**src/rtl/mem_access_ctrl_if.sv**
```systemverilog
// Data-bus bundle between the MEM-stage access controller and the memory
// slave. The request channel uses valid/ready: the master raises
// Bus_Req_Valid and keeps every request field stable until a cycle in which
// Bus_Req_Ready is also high, and that cycle is the transfer. The response
// channel has no back-pressure: Bus_Rsp_Valid is a single-cycle strobe that
// the master must take in the cycle it is presented.
interface mem_access_ctrl_if #(
  parameter int DATA_WIDTH     = 32,
  parameter int BUS_ADDR_WIDTH = 32
);
  logic                      Bus_Req_Valid;
  logic                      Bus_Req_Ready;
  logic                      Bus_Req_We;
  logic [BUS_ADDR_WIDTH-1:0] Bus_Req_Addr;
  logic [DATA_WIDTH-1:0]     Bus_Req_WData;
  logic [3:0]                Bus_Req_Strb;
  logic                      Bus_Rsp_Valid;
  logic [DATA_WIDTH-1:0]     Bus_Rsp_RData;

  modport master (
    output Bus_Req_Valid,
    input  Bus_Req_Ready,
    output Bus_Req_We,
    output Bus_Req_Addr,
    output Bus_Req_WData,
    output Bus_Req_Strb,
    input  Bus_Rsp_Valid,
    input  Bus_Rsp_RData
  );

  modport slave (
    input  Bus_Req_Valid,
    output Bus_Req_Ready,
    input  Bus_Req_We,
    input  Bus_Req_Addr,
    input  Bus_Req_WData,
    input  Bus_Req_Strb,
    output Bus_Rsp_Valid,
    output Bus_Rsp_RData
  );
endinterface

```
**src/rtl/mem_access_ctrl.sv**
```systemverilog
// MEM-stage data-memory access controller. Takes the load/store sitting in
// EX/MEM, issues one word-aligned request on the data bus, stalls the
// pipeline until the response (or a timeout) arrives, then aligns and
// extends the load data by funct3. Misaligned accesses never reach the bus.
module mem_access_ctrl #(
  parameter int DATA_WIDTH     = 32,
  parameter int BUS_ADDR_WIDTH = 32,
  parameter int TIMEOUT_CYCLES = 255,
  parameter int CNT_W          = 8
) (
  input  logic                      clk,
  input  logic                      rst_n,
  input  logic                      MEM_Mem_r,
  input  logic                      MEM_Mem_w,
  input  logic [BUS_ADDR_WIDTH-1:0] MEM_ALU_Result,
  input  logic [DATA_WIDTH-1:0]     MEM_Mem_W_Data,
  input  logic [3:0]                MEM_Mem_W_Strb,
  input  logic [2:0]                MEM_Funct3,
  mem_access_ctrl_if.master         bus,
  output logic                      Mem_Stall,
  output logic [DATA_WIDTH-1:0]     MEM_Load_Data,
  output logic                      Misalign_Err,
  output logic                      Bus_Err,
  output logic [1:0]                dbg_state
);

  typedef enum logic [1:0] {
    IDLE     = 2'd0,
    REQ      = 2'd1,
    WAIT_RSP = 2'd2,
    DONE     = 2'd3
  } state_t;

  localparam logic [CNT_W-1:0] TO_LAST = CNT_W'(TIMEOUT_CYCLES - 1);

  state_t           state;
  logic [CNT_W-1:0] cnt;
  logic [2:0]       cap_f3;
  logic [1:0]       cap_lane;

  logic                  access;
  logic                  misaligned;
  logic [7:0]            rsp_byte;
  logic [15:0]           rsp_half;
  logic [DATA_WIDTH-1:0] load_next;

  assign access    = MEM_Mem_r | MEM_Mem_w;
  assign dbg_state = state;

  // Alignment rule depends only on the access size in funct3[1:0].
  always_comb begin
    misaligned = 1'b0;
    case (MEM_Funct3[1:0])
      2'b10:   misaligned = (MEM_ALU_Result[1:0] != 2'b00);
      2'b01:   misaligned = MEM_ALU_Result[0];
      default: misaligned = 1'b0;
    endcase
  end

  // Stall covers the detect cycle in IDLE and every cycle the bus is busy;
  // DONE deliberately drops it so EX/MEM advances exactly once.
  always_comb begin
    Mem_Stall    = ((state == IDLE) && access && !misaligned) ||
                   (state == REQ) || (state == WAIT_RSP);
    Misalign_Err = (state == IDLE) && access && misaligned;
  end

  // Lane select and extension of the response using the captured funct3 and
  // the captured low address bits (the bus address itself is word-aligned).
  always_comb begin
    rsp_byte  = bus.Bus_Rsp_RData[{cap_lane, 3'b000} +: 8];
    rsp_half  = bus.Bus_Rsp_RData[{cap_lane[1], 4'b0000} +: 16];
    load_next = bus.Bus_Rsp_RData;
    case (cap_f3)
      3'b000:  load_next = {{(DATA_WIDTH-8){rsp_byte[7]}}, rsp_byte};
      3'b100:  load_next = {{(DATA_WIDTH-8){1'b0}}, rsp_byte};
      3'b001:  load_next = {{(DATA_WIDTH-16){rsp_half[15]}}, rsp_half};
      3'b101:  load_next = {{(DATA_WIDTH-16){1'b0}}, rsp_half};
      default: load_next = bus.Bus_Rsp_RData;
    endcase
  end

  // Access sequencer: request issue, response wait with timeout, one-cycle
  // completion. All bus request fields and the load result are registered.
  always_ff @(posedge clk or negedge rst_n) begin
    if (!rst_n) begin
      state             <= IDLE;
      cnt               <= '0;
      cap_f3            <= 3'b000;
      cap_lane          <= 2'b00;
      bus.Bus_Req_Valid <= 1'b0;
      bus.Bus_Req_We    <= 1'b0;
      bus.Bus_Req_Addr  <= '0;
      bus.Bus_Req_WData <= '0;
      bus.Bus_Req_Strb  <= 4'b0000;
      MEM_Load_Data     <= '0;
      Bus_Err           <= 1'b0;
    end else begin
      Bus_Err <= 1'b0;
      case (state)
        IDLE: begin
          if (access && !misaligned) begin
            // A load wins when both read and write are flagged.
            bus.Bus_Req_Valid <= 1'b1;
            bus.Bus_Req_We    <= MEM_Mem_w & ~MEM_Mem_r;
            bus.Bus_Req_Addr  <= {MEM_ALU_Result[BUS_ADDR_WIDTH-1:2], 2'b00};
            bus.Bus_Req_WData <= MEM_Mem_W_Data;
            bus.Bus_Req_Strb  <= MEM_Mem_r ? 4'b0000 : MEM_Mem_W_Strb;
            cap_f3            <= MEM_Funct3;
            cap_lane          <= MEM_ALU_Result[1:0];
            state             <= REQ;
          end
        end
        REQ: begin
          if (bus.Bus_Req_Ready) begin
            bus.Bus_Req_Valid <= 1'b0;
            cnt               <= '0;
            if (bus.Bus_Rsp_Valid) begin
              if (!bus.Bus_Req_We) MEM_Load_Data <= load_next;
              state <= DONE;
            end else begin
              state <= WAIT_RSP;
            end
          end
        end
        WAIT_RSP: begin
          if (bus.Bus_Rsp_Valid) begin
            if (!bus.Bus_Req_We) MEM_Load_Data <= load_next;
            cnt   <= '0;
            state <= DONE;
          end else if (cnt == TO_LAST) begin
            MEM_Load_Data <= '0;
            Bus_Err       <= 1'b1;
            cnt           <= '0;
            state         <= DONE;
          end else begin
            cnt <= cnt + CNT_W'(1);
          end
        end
        DONE: begin
          state <= IDLE;
        end
        default: begin
          state <= IDLE;
        end
      endcase
    end
  end

endmodule
```
**src/flat_wrapper.sv**
```systemverilog
// flat-port wrapper written by rule: the top's interface ports become plain ports
module mem_access_ctrl_flat 
#(
  parameter int DATA_WIDTH     = 32,
  parameter int BUS_ADDR_WIDTH = 32,
  parameter int TIMEOUT_CYCLES = 255,
  parameter int CNT_W          = 8
)
  (clk, rst_n, MEM_Mem_r, MEM_Mem_w, MEM_ALU_Result, MEM_Mem_W_Data, MEM_Mem_W_Strb, MEM_Funct3, Mem_Stall, MEM_Load_Data, Misalign_Err, Bus_Err, dbg_state, bus_Bus_Req_Valid, bus_Bus_Req_Ready, bus_Bus_Req_We, bus_Bus_Req_Addr, bus_Bus_Req_WData, bus_Bus_Req_Strb, bus_Bus_Rsp_Valid, bus_Bus_Rsp_RData);
  mem_access_ctrl_if #(.DATA_WIDTH(DATA_WIDTH), .BUS_ADDR_WIDTH(BUS_ADDR_WIDTH)) bus_i ();
  input  logic clk;
  input  logic rst_n;
  input  logic MEM_Mem_r;
  input  logic MEM_Mem_w;
  input  logic [BUS_ADDR_WIDTH-1:0] MEM_ALU_Result;
  input  logic [DATA_WIDTH-1:0] MEM_Mem_W_Data;
  input  logic [3:0] MEM_Mem_W_Strb;
  input  logic [2:0] MEM_Funct3;
  output logic Mem_Stall;
  output logic [DATA_WIDTH-1:0] MEM_Load_Data;
  output logic Misalign_Err;
  output logic Bus_Err;
  output logic [1:0] dbg_state;
  output wire logic [$bits(bus_i.Bus_Req_Valid)-1:0] bus_Bus_Req_Valid;
  input wire logic [$bits(bus_i.Bus_Req_Ready)-1:0] bus_Bus_Req_Ready;
  output wire logic [$bits(bus_i.Bus_Req_We)-1:0] bus_Bus_Req_We;
  output wire logic [$bits(bus_i.Bus_Req_Addr)-1:0] bus_Bus_Req_Addr;
  output wire logic [$bits(bus_i.Bus_Req_WData)-1:0] bus_Bus_Req_WData;
  output wire logic [$bits(bus_i.Bus_Req_Strb)-1:0] bus_Bus_Req_Strb;
  input wire logic [$bits(bus_i.Bus_Rsp_Valid)-1:0] bus_Bus_Rsp_Valid;
  input wire logic [$bits(bus_i.Bus_Rsp_RData)-1:0] bus_Bus_Rsp_RData;
  assign bus_Bus_Req_Valid = bus_i.Bus_Req_Valid;
  assign bus_i.Bus_Req_Ready = bus_Bus_Req_Ready;
  assign bus_Bus_Req_We = bus_i.Bus_Req_We;
  assign bus_Bus_Req_Addr = bus_i.Bus_Req_Addr;
  assign bus_Bus_Req_WData = bus_i.Bus_Req_WData;
  assign bus_Bus_Req_Strb = bus_i.Bus_Req_Strb;
  assign bus_i.Bus_Rsp_Valid = bus_Bus_Rsp_Valid;
  assign bus_i.Bus_Rsp_RData = bus_Bus_Rsp_RData;
  mem_access_ctrl #(.DATA_WIDTH(DATA_WIDTH), .BUS_ADDR_WIDTH(BUS_ADDR_WIDTH), .TIMEOUT_CYCLES(TIMEOUT_CYCLES), .CNT_W(CNT_W)) u_core (.clk(clk), .rst_n(rst_n), .MEM_Mem_r(MEM_Mem_r), .MEM_Mem_w(MEM_Mem_w), .MEM_ALU_Result(MEM_ALU_Result), .MEM_Mem_W_Data(MEM_Mem_W_Data), .MEM_Mem_W_Strb(MEM_Mem_W_Strb), .MEM_Funct3(MEM_Funct3), .bus(bus_i), .Mem_Stall(Mem_Stall), .MEM_Load_Data(MEM_Load_Data), .Misalign_Err(Misalign_Err), .Bus_Err(Bus_Err), .dbg_state(dbg_state));
endmodule
```
**config.mk**
```make
export PLATFORM = sky130hd
export DESIGN_NAME = mem_access_ctrl_flat
export DESIGN_NICKNAME = d
export VERILOG_FILES = /design/src/rtl/mem_access_ctrl_if.sv /design/src/rtl/mem_access_ctrl.sv /design/src/flat_wrapper.sv
export SDC_FILE = /design/constraint.sdc
export NUM_CORES = 1
export LEC_CHECK = 0
export ABC_AREA = 0
export CAP_MARGIN = 25
export CORE_MARGIN = 2
export CORE_UTILIZATION = 40
export CTS_CLUSTER_SIZE = 14
export DETAILED_ROUTE_END_ITERATION = 8
export HOLD_SLACK_MARGIN = 0.12
export PLACE_DENSITY = 0.75
export SYNTH_ARGS = -nofsm -noshare
export SYNTH_HDL_FRONTEND = slang
export SYNTH_SLANG_ARGS = --single-unit
```
**constraint.sdc**
```tcl
create_clock -name clk -period 3.3 [get_ports clk]
set_input_delay 0.66 -clock clk [delete_from_list [all_inputs] [get_ports clk]]
set_output_delay 0.66 -clock clk [all_outputs]
set_load 0.02 [all_outputs]
```
==> run metrics <==
most frequent standard cell in the layout excluding fill and tap cells=clkdlybuf4s50_1; number of warnings issued by yosys=0; power per unit of standard cell area=1040 nW/µm²; area growth from synthesis to final layout=54.3%; WP data required=2.64 ns; critical path launch point type=primary input; Max Slew Vio Count=0; type of destination of the critical path=output pin; Die Height=120 µm; I/O pin count=216; weighted congestion at the end of routability-driven global placement=0.877; area of the core region=13,200 µm²; Unique masters post-synth=55; clock latency of the later-clocked register in the worst-skew pair=0.41 ns; Min Clock Period, post-route=2.88 ns; number of diodes added for antenna fixing=0; instance count of the mapped netlist=462; Synth async-reset ratio=100%; maximum level of the CTS H-tree=4; Post-Synthesis Mean Instance Area=11.7 µm²; Placement Rows=42; CTS root buffer=clkbuf_16; Hold/Removal Path Class=in2async; port buffer count=213; Yosys reg bits=116; crit path DAT=2.22 ns; Final Setup Violations=0; category of the most critical setup path=in2out; final hold violations=0; number of synthesized flops with an enable pin=0; RSZ-0062 raised after global routing=false; cell area after synthesis=5400 µm²; count of hold buffers inserted by post-cts repair=0; clock tree from TritonCTS=yes; Layout Skew=0.00653 ns; outcome=finished, final reports clean; number of vias per cell after detailed routing=5.26; MaxCap Viol Count=0; HPWL after DPL=11,000 µm; register area share after synthesis=53.8%; die area=14,400 µm²; CP max FO=4; setup TNS=0 ns; final period utilization=87.4%; overflow left after global routing=0; maximum vdd ir drop=610 µV; fin nets=795; final core utilization=63.1%; via count of the first global-routing pass=4,678; overall fraction of global-route tracks in use=21.2%; TritonRoute pass-1 iters=5; number of clock buffers inserted by TritonCTS=17; most frequently used flop master after synthesis=dfrtp_1; average wire length per cell after detail routing=17.4 µm; global-route wire length before repair=23,500 µm; CTS resizes=0; final std cell area, no fill=8320 µm²; Starting DRT DRC Count=454; number of remaining DRC errors=0; initial antenna violation count=1; Static Leakage=0.00349 µW; Clock Sinks=116; Max Fclk=347 MHz; final wirelength=15,000 µm; fraction of layout instances using a drive strength above 1=18.1%; pin count of the biggest net entering global routing=96; clock-pin slew reported for the worst setup and hold paths after clock tree synthesis=0.05 ns; CTS Buffer Depth=2; horizontal die dimension=120 µm; initial core utilization=40.9%; total number of vias=4,551; post-CTS setup buffer count=0; most frequent cells in the layout=clkdlybuf4s50_1, dfrtp_1, mux2_2, nand2_1; total of fill cells in the finished design=1,027; relative slew slack=39.2%; residual antenna-violating net count after detailed routing=0; Worst Max-Slew Pin Slew=0.912 ns; placed inst area=7720 µm²
-- area by class of cell --
| class | count | area (µm²) | share of cell area, % |
|---|---|---|---|
| Clock buffer | 19 | 443 | 5.32 |
| Multi-Input combinational cell | 306 | 2310 | 27.8 |
| Timing Repair Buffer | 226 | 2240 | 27.0 |
| Inverter | 11 | 41.3 | 0.496 |
| Tap cell | 176 | 220 | 2.65 |
| Sequential cell | 116 | 2900 | 34.9 |
| Clock inverter | 12 | 158 | 1.89 |
-- final timing paths --
path                                                 start                           end  slack, ns  cells after the start
worst max-delay path                         MEM_Funct3[0]                     Mem_Stall       0.42                      7
worst min-delay path                                 rst_n      u_core.MEM_Load_Data[19]       0.14                      1
worst max register to register         u_core.dbg_state[0]      u_core.MEM_Load_Data[13]       1.04                      6
worst min register to register  u_core.bus.Bus_Req_Strb[0]    u_core.bus.Bus_Req_Strb[0]       0.48                      2
max in group asynchronous                            rst_n  u_core.bus.Bus_Req_WData[28]       2.36                      2
min in group clk                u_core.bus.Bus_Req_Strb[0]    u_core.bus.Bus_Req_Strb[0]       0.48                      2
-- layer usage --
metal / vias to the layer above / track usage (%) / part of all wire (%)
met2: 243 / 34.6 / 48
met5: - / 0 / 0.086
met4: 2 / 8.90 / 2.3
met3: 29 / 10.7 / 13
li1: 2101 / - / -
met1: 2176 / 23.4 / 37
-- cells by family after synthesis --
logic type / after synthesis / synth area share, %
compound gates: 120 / 14.6
fa+ha+maj: 8 / 1.85
buf+inv: 41 / 3.71
flops: 116 / 53.8
mux: 83 / 17.2
other cells: 1 / 0.0695
simple gates: 93 / 8.76
-- sequential cells by signal (all words and copies together) (netlist names) --
register,cells
u_core.cap_f3,3
u_core.Bus_Err,1
u_core.bus.Bus_Req_Strb,4
u_core.bus.Bus_Req_WData,32
u_core.bus.Bus_Req_Valid,1
u_core.cap_lane,2
u_core.cnt,8
u_core.bus.Bus_Req_Addr,30
u_core.dbg_state,2
u_core.MEM_Load_Data,32
u_core.bus.Bus_Req_We,1
-- cell usage after synthesis (all sizes together) (4+ instances only) --
| cell type | number | area, µm² |
|---|---|---|
| dfrtp | 116 | 2900 |
| mux2 | 68 | 766 |
| nand2 | 42 | 158 |
| a21oi | 35 | 183 |
| o21ai | 35 | 175 |
| buf | 20 | 119 |
| mux2i | 14 | 140 |
| a22o | 12 | 105 |
| nor2 | 11 | 41.3 |
| clkbuf | 10 | 40.0 |
| inv | 10 | 37.5 |
| ha | 8 | 100 |
| nand2b | 8 | 50.1 |
| a22oi | 7 | 52.6 |
| nand3 | 6 | 30.0 |
| or3 | 6 | 37.5 |
| o2111ai | 5 | 43.8 |
| a211oi | 4 | 30.0 |
| a21o | 4 | 31.3 |
| a31oi | 4 | 31.3 |
| nor2b | 4 | 25.0 |
-- where the power goes --
part | internal, µW | switching [µW]
Sequential | 2110 | 475
Combinational | 2120 | 2070
Clock | 1200 | 650
Total | 5430 | 3190
-- metrics by stage --
stage          total power, µW  setup WS, ns  hold WS, ns  std cells
2_1_floorplan             4880         0.585        0.364        463
3_3_place_gp              6700        0.0748        0.463        835
3_5_place_dp              6810        0.0259        0.477        835
4_1_cts                   8700        0.0441        0.135        866
5_1_grt                   9080         0.282        0.145        866
6_report                  8620         0.416        0.141        866
-- worst max-delay path, stage by stage --
cell and delay, ns:
clkdlybuf4s50_1 0.48, inv_1 0.06, ha_1 0.33, nand2b_1 0.20
o2111ai_4 0.20, nand2_1 0.06, dlymetal6s2s_1 0.23
(Power assumes the default switching activity.)
==> patch 1 (same flow settings) <==
Make the reset (`rst_n`) synchronous in one clocked block.
--- a/src/rtl/mem_access_ctrl.sv
+++ b/src/rtl/mem_access_ctrl.sv
@@ -83,5 +83,5 @@
   // Access sequencer: request issue, response wait with timeout, one-cycle
   // completion. All bus request fields and the load result are registered.
-  always_ff @(posedge clk or negedge rst_n) begin
+  always_ff @(posedge clk) begin
     if (!rst_n) begin
       state             <= IDLE;
Behaviour: differs if rst_n is asserted again (counterexample within 4 cycles, from zero or initial values and one cycle with rst_n low); with rst_n held inactive, the same outputs for 4 cycles.
==> patch 1 against the unedited design <==
- first-iteration DRC count up 4.0%
- design area up 3.5%
- sequential cell count unchanged
- fmax down 2.9%
- area after synthesis up 7.3%
- worst setup slack worse by 0.087 ns
- wire length up 14%
- register-to-register slack better by 0.06 ns
- utilization down 1.5 points
- total power down 29%
- non-clock buffer count up 5
- die area up 7.0%
- critical endpoint is now Misalign_Err
==> patch 1: results (changes against the unedited design) <==
finish:
  finalNetCount: 1018  # was 795
  final_layout_size_suffix_gt1_share_pct: 8.762  # was 18.12%
  final_cells: 1093  # was 866
  nFillCells: 1264  # was 1027
place:
  dp_slack_ns: -0.008977  # was 0.02590 ns
  dp.final_hpwl_um: 12080  # was 11030 um
yosys:
  synth_top_family_by_area: "compound AO/OA/AOI/OAI gates"  # was multiplexers
  synthAdderAreaFrac_pct: 1.729  # was 1.855%
  syn-mean-instance-area_um2: 8.129  # was 11.68 um2
  synth.area.top_cells: "dfxtp_1 40%, nand2_1 9.1%, nand3_1 6.7%"  # was dfrtp_1 54%, mux2_2 14%, a21oi_1 3.1%
  synth_common_cells: "141 x nand2_1, 116 x dfxtp_1, 78 x nand3_1, 70 x o21ai_0, 38 x clkbuf_1"  # was 116 x dfrtp_1, 68 x mux2_2, 42 x nand2_1, 33 x a21oi_1, 33 x o21ai_0
  synthMuxAreaShare_pct: 2.508  # was 17.20%
  yosysSeqAreaShare_pct: 40.12  # was 53.79%
  synth_compound_area_share_pct: 24.36  # was 14.61%
  yosysUniqueCellTypes: 61  # was 55
  synthArstFlopShare_pct: 0  # was 100.0%
critical_path:
  r2r-start: "u_core.cap_lane[0]$_SDFFE_PN0P_"  # was u_core.dbg_state[0]$_DFFE_PN0P_
  setup.worst_path.end: "Misalign_Err"  # was Mem_Stall
  reg2reg_to: "u_core.MEM_Load_Data[17]$_SDFFE_PN0P_"  # was u_core.MEM_Load_Data[13]$_DFFE_PN0P_
  critPathMaxStageDelay_ns: 0.49
  reg2reg_slack_ns: 1.10  # was 1.04 ns
detailed_routing:
  wl_met2_um: 7768  # was 7163 um
  routed_wl_um: 17130  # was 15040 um
  met3WireLength_um: 1737  # was 1893 um
  drt_iter0_drc: 472  # was 454
  vias: 5810  # was 4551
  wl_met1_um: 7335  # was 5628 um
  first_pass_iters: 4  # was 5
timing:
  worst_pin_slew_ns: 0.7700  # was 0.9120 ns
grt:
  grt.met3_usage_pct: 9.278  # was 10.69%
  met1_usage_pct: 27.04  # was 23.44%
  grt_pass1_wl_um: 28040  # was 23520 um
  first_global_vias: 5643  # was 4678
  grt_max_degree: 74  # was 96
power_and_ir_drop:
  clockPowerShare_pct: 30.8  # was 21.5%
  power.leakage_nw: 3.048  # was 3.490 nW
  comb_power_share_pct: 38.7  # was 48.6%
  swShare_pct: 36.18  # was 37.02%
  ir_drop_mv: 0.3934  # was 0.6102 mV
run_status:
  status: "finished clean"  # unchanged
patch 1: changes by cell type after synthesis, moves of 20 or more:
| cell | delta |
|---|---|
| mux2_2 | -67 |
| dfrtp_1 | -116 |
| dfxtp_1 | +116 |
| o211ai_1 | +33 |
| clkbuf_1 | +30 |
| inv_1 | +22 |
| nand2_1 | +99 |
| nand3_1 | +72 |
| a21oi_1 | -20 |
| o21ai_0 | +37 |
patch 1: layout make-up:
| class | instances | area [um2] | area share [%] |
|---|---|---|---|
| sequential | 116 | 2322 | 26.95 |
| inverter | 33 | 123.9 | 1.437 |
| timing repair buffer | 231 | 2266 | 26.30 |
| clock buffer | 19 | 452.9 | 5.256 |
| multi-input combinational | 502 | 3072 | 35.65 |
| tap | 180 | 225.2 | 2.614 |
| clock inverter | 12 | 155.1 | 1.800 |
patch 1: timing repair:
action                     in CTS  in global routing
hold endpoints to repair        0                  0
resized for setup               1                  2
setup endpoints to repair       1                  1
==> patch 2 (config.mk and constraints unchanged) <==
Without the edit above. `CNT_W` is set to 8 in 2 places; all go to 6.
--- a/src/rtl/mem_access_ctrl.sv
+++ b/src/rtl/mem_access_ctrl.sv
@@ -7,5 +7,5 @@
   parameter int BUS_ADDR_WIDTH = 32,
   parameter int TIMEOUT_CYCLES = 255,
-  parameter int CNT_W          = 8
+  parameter int CNT_W          = 6
 ) (
   input  logic                      clk,
--- a/src/flat_wrapper.sv
+++ b/src/flat_wrapper.sv
@@ -5,5 +5,5 @@
   parameter int BUS_ADDR_WIDTH = 32,
   parameter int TIMEOUT_CYCLES = 255,
-  parameter int CNT_W          = 8
+  parameter int CNT_W          = 6
 )
   (clk, rst_n, MEM_Mem_r, MEM_Mem_w, MEM_ALU_Result, MEM_Mem_W_Data, MEM_Mem_W_Strb, MEM_Funct3, Mem_Stall, MEM_Load_Data, Misalign_Err, Bus_Err, dbg_state, bus_Bus_Req_Valid, bus_Bus_Req_Ready, bus_Bus_Req_We, bus_Bus_Req_Addr, bus_Bus_Req_WData, bus_Bus_Req_Strb, bus_Bus_Rsp_Valid, bus_Bus_Rsp_RData);
Check against the original RTL: same outputs for any inputs over 4 cycles, from zero or initial values and one cycle with rst_n low; that may be too few to reach the edited logic, so the function may still have changed.
==> patch 2 against the unedited design <==
- wire length up 0.97%
- largest power group unchanged
- sequential cell count fell by 2
- via count fell by 4.7%
- sequential share of layout area is 0.093 points higher
- worst setup slack got worse by 0.20 ns
- global-route usage up 1.7 points
- total power up 1.8%
- first-iteration DRC count shrank 50%
- design area decreased by 2.0%
- critical endpoint unchanged
- area after synthesis fell by 4.3%
- register-to-register slack worse by 0.06 ns
==> patch 2: results (changes against the unedited design) <==
grt:
  grt_pass1_wl_um: 24950  # was 23520 um
  antenna_found_initial: 1  # unchanged
  first_global_vias: 4855  # was 4678
  grt_max_degree: 55  # was 96
  grt_usage_pct: 22.97  # was 21.23%
clock_tree:
  post_cts_buffers: 0  # unchanged
  cts-root-buf: "clkbuf_16"  # unchanged
  cts_buffer_depth: 2  # unchanged
  cts.clk_slew.worst_paths_ns: 0.05  # about the same
  post_cts_resized: 2  # was 0
yosys:
  synth_compound_area_share_pct: 13.95  # was 14.61%
  synth.area.top_cells: "dfrtp_1 55%, mux2_2 16%, o21ai_0 3.0%"  # was dfrtp_1 54%, mux2_2 14%, a21oi_1 3.1%
  synth_common_cells: "114 x dfrtp_1, 74 x mux2_2, 41 x nand2_1, 31 x o21ai_0, 30 x a21oi_1"  # was 116 x dfrtp_1, 68 x mux2_2, 42 x nand2_1, 33 x a21oi_1, 33 x o21ai_0
  yosysSeqAreaShare_pct: 55.22  # was 53.79%
  synthMuxAreaShare_pct: 16.71  # was 17.20%
  postSynthCellCount: 442  # was 462
  synth-xor-area-share_pct: 0  # unchanged
  synthAdderAreaFrac_pct: 1.938  # was 1.855%
  synth_warnings: 0  # unchanged
  yosysUniqueCellTypes: 44  # was 55
min_path:
  hold_class: "in -> async"  # unchanged
finish:
  finalNetCount: 775  # was 795
  regArea_um2: 2853  # was 2903 um2
  nFillCells: 984  # was 1027
  reg_top3: "u_core.MEM_Load_Data x32, u_core.bus.Bus_Req_WData x32, u_core.bus.Bus_Req_Addr x30"  # unchanged
  final_cells: 843  # was 866
  final_layout_size_suffix_gt1_share_pct: 19.08  # was 18.12%
critical_path:
  critPathMaxStageDelay_ns: 0.49
  path_delay_family: "buffers and inverters"  # unchanged
  cpMaxStageDelayCell: "clkdlybuf4s50_1"  # unchanged
  path_max_fanout: 3  # was 4
power_and_ir_drop:
  ir_drop_mv: 0.5877  # was 0.6102 mV
  power.leakage_nw: 3.397  # was 3.490 nW
place:
  dpl-instance-area_um2: 7483  # was 7719 um2
  dp.cells: 811  # was 835
  dp.final_hpwl_um: 11370  # was 11030 um
  place_congestion: 0.8524  # was 0.8766
  io_buffers: 213  # unchanged
  dp_slack_ns: -0.06716  # was 0.02590 ns
detailed_routing:
  routed_wl_um: 15190  # was 15040 um
  first_pass_iters: 6  # was 5
  drt_iter0_drc: 225  # was 454
  vias: 4339  # was 4551
timing:
  skew_ns: 0.008678  # was 0.006527 ns
  slew_headroom_pct: 58.47  # was 39.20%
run_status:
  status: "finished clean"  # unchanged
-- patch 2: worst paths after layout --
path	depth (start not counted)	startpoint	to	slack, ns
worst max-delay path	7	MEM_Funct3[0]	Mem_Stall	0.21
worst max register to register	8	u_core.dbg_state[1]$_DFFE_PN0P_	u_core.MEM_Load_Data[23]$_DFFE_PN0P_	0.98
worst min-delay path	1	rst_n	u_core.bus.Bus_Req_WData[4]$_DFFE_PN0P_	0.25
worst min register to register	2	u_core.bus.Bus_Req_Strb[0]$_DFFE_PN0P_	u_core.bus.Bus_Req_Strb[0]$_DFFE_PN0P_	0.49
max in group asynchronous	2	rst_n	u_core.bus.Bus_Req_Strb[0]$_DFFE_PN0P_	2.32
min in group clk	2	u_core.bus.Bus_Req_Strb[0]$_DFFE_PN0P_	u_core.bus.Bus_Req_Strb[0]$_DFFE_PN0P_	0.49
-- patch 2: report_power, final --
group	switching (mW)	internal [mW]	leakage, nW	total (mW)
registers	0.482	2.08	1.37	2.56
logic	2.04	2.07	1.71	4.11
clock network	0.636	1.47	0.324	2.11
-- patch 2: routing by layer --
metal / GRT usage, % / vias to the layer above / share of wire [%]
met5: 0 / - / 0
met1: 25.22 / 2097 / 37
met4: 10.54 / 0 / 2.7
met2: 37.65 / 193 / 49
met3: 11.00 / 31 / 11
li1: - / 2018 / -
-- patch 2: final cells by class --
| class | count | area share, % |
|---|---|---|
| flip-flops and latches | 114 | 34.96 |
| repair buffers | 224 | 27.39 |
| multi-input cells | 293 | 26.33 |
| clock buffers | 23 | 5.858 |
| well taps | 172 | 2.638 |
| clock inverters | 9 | 2.454 |
| inverters | 8 | 0.3680 |
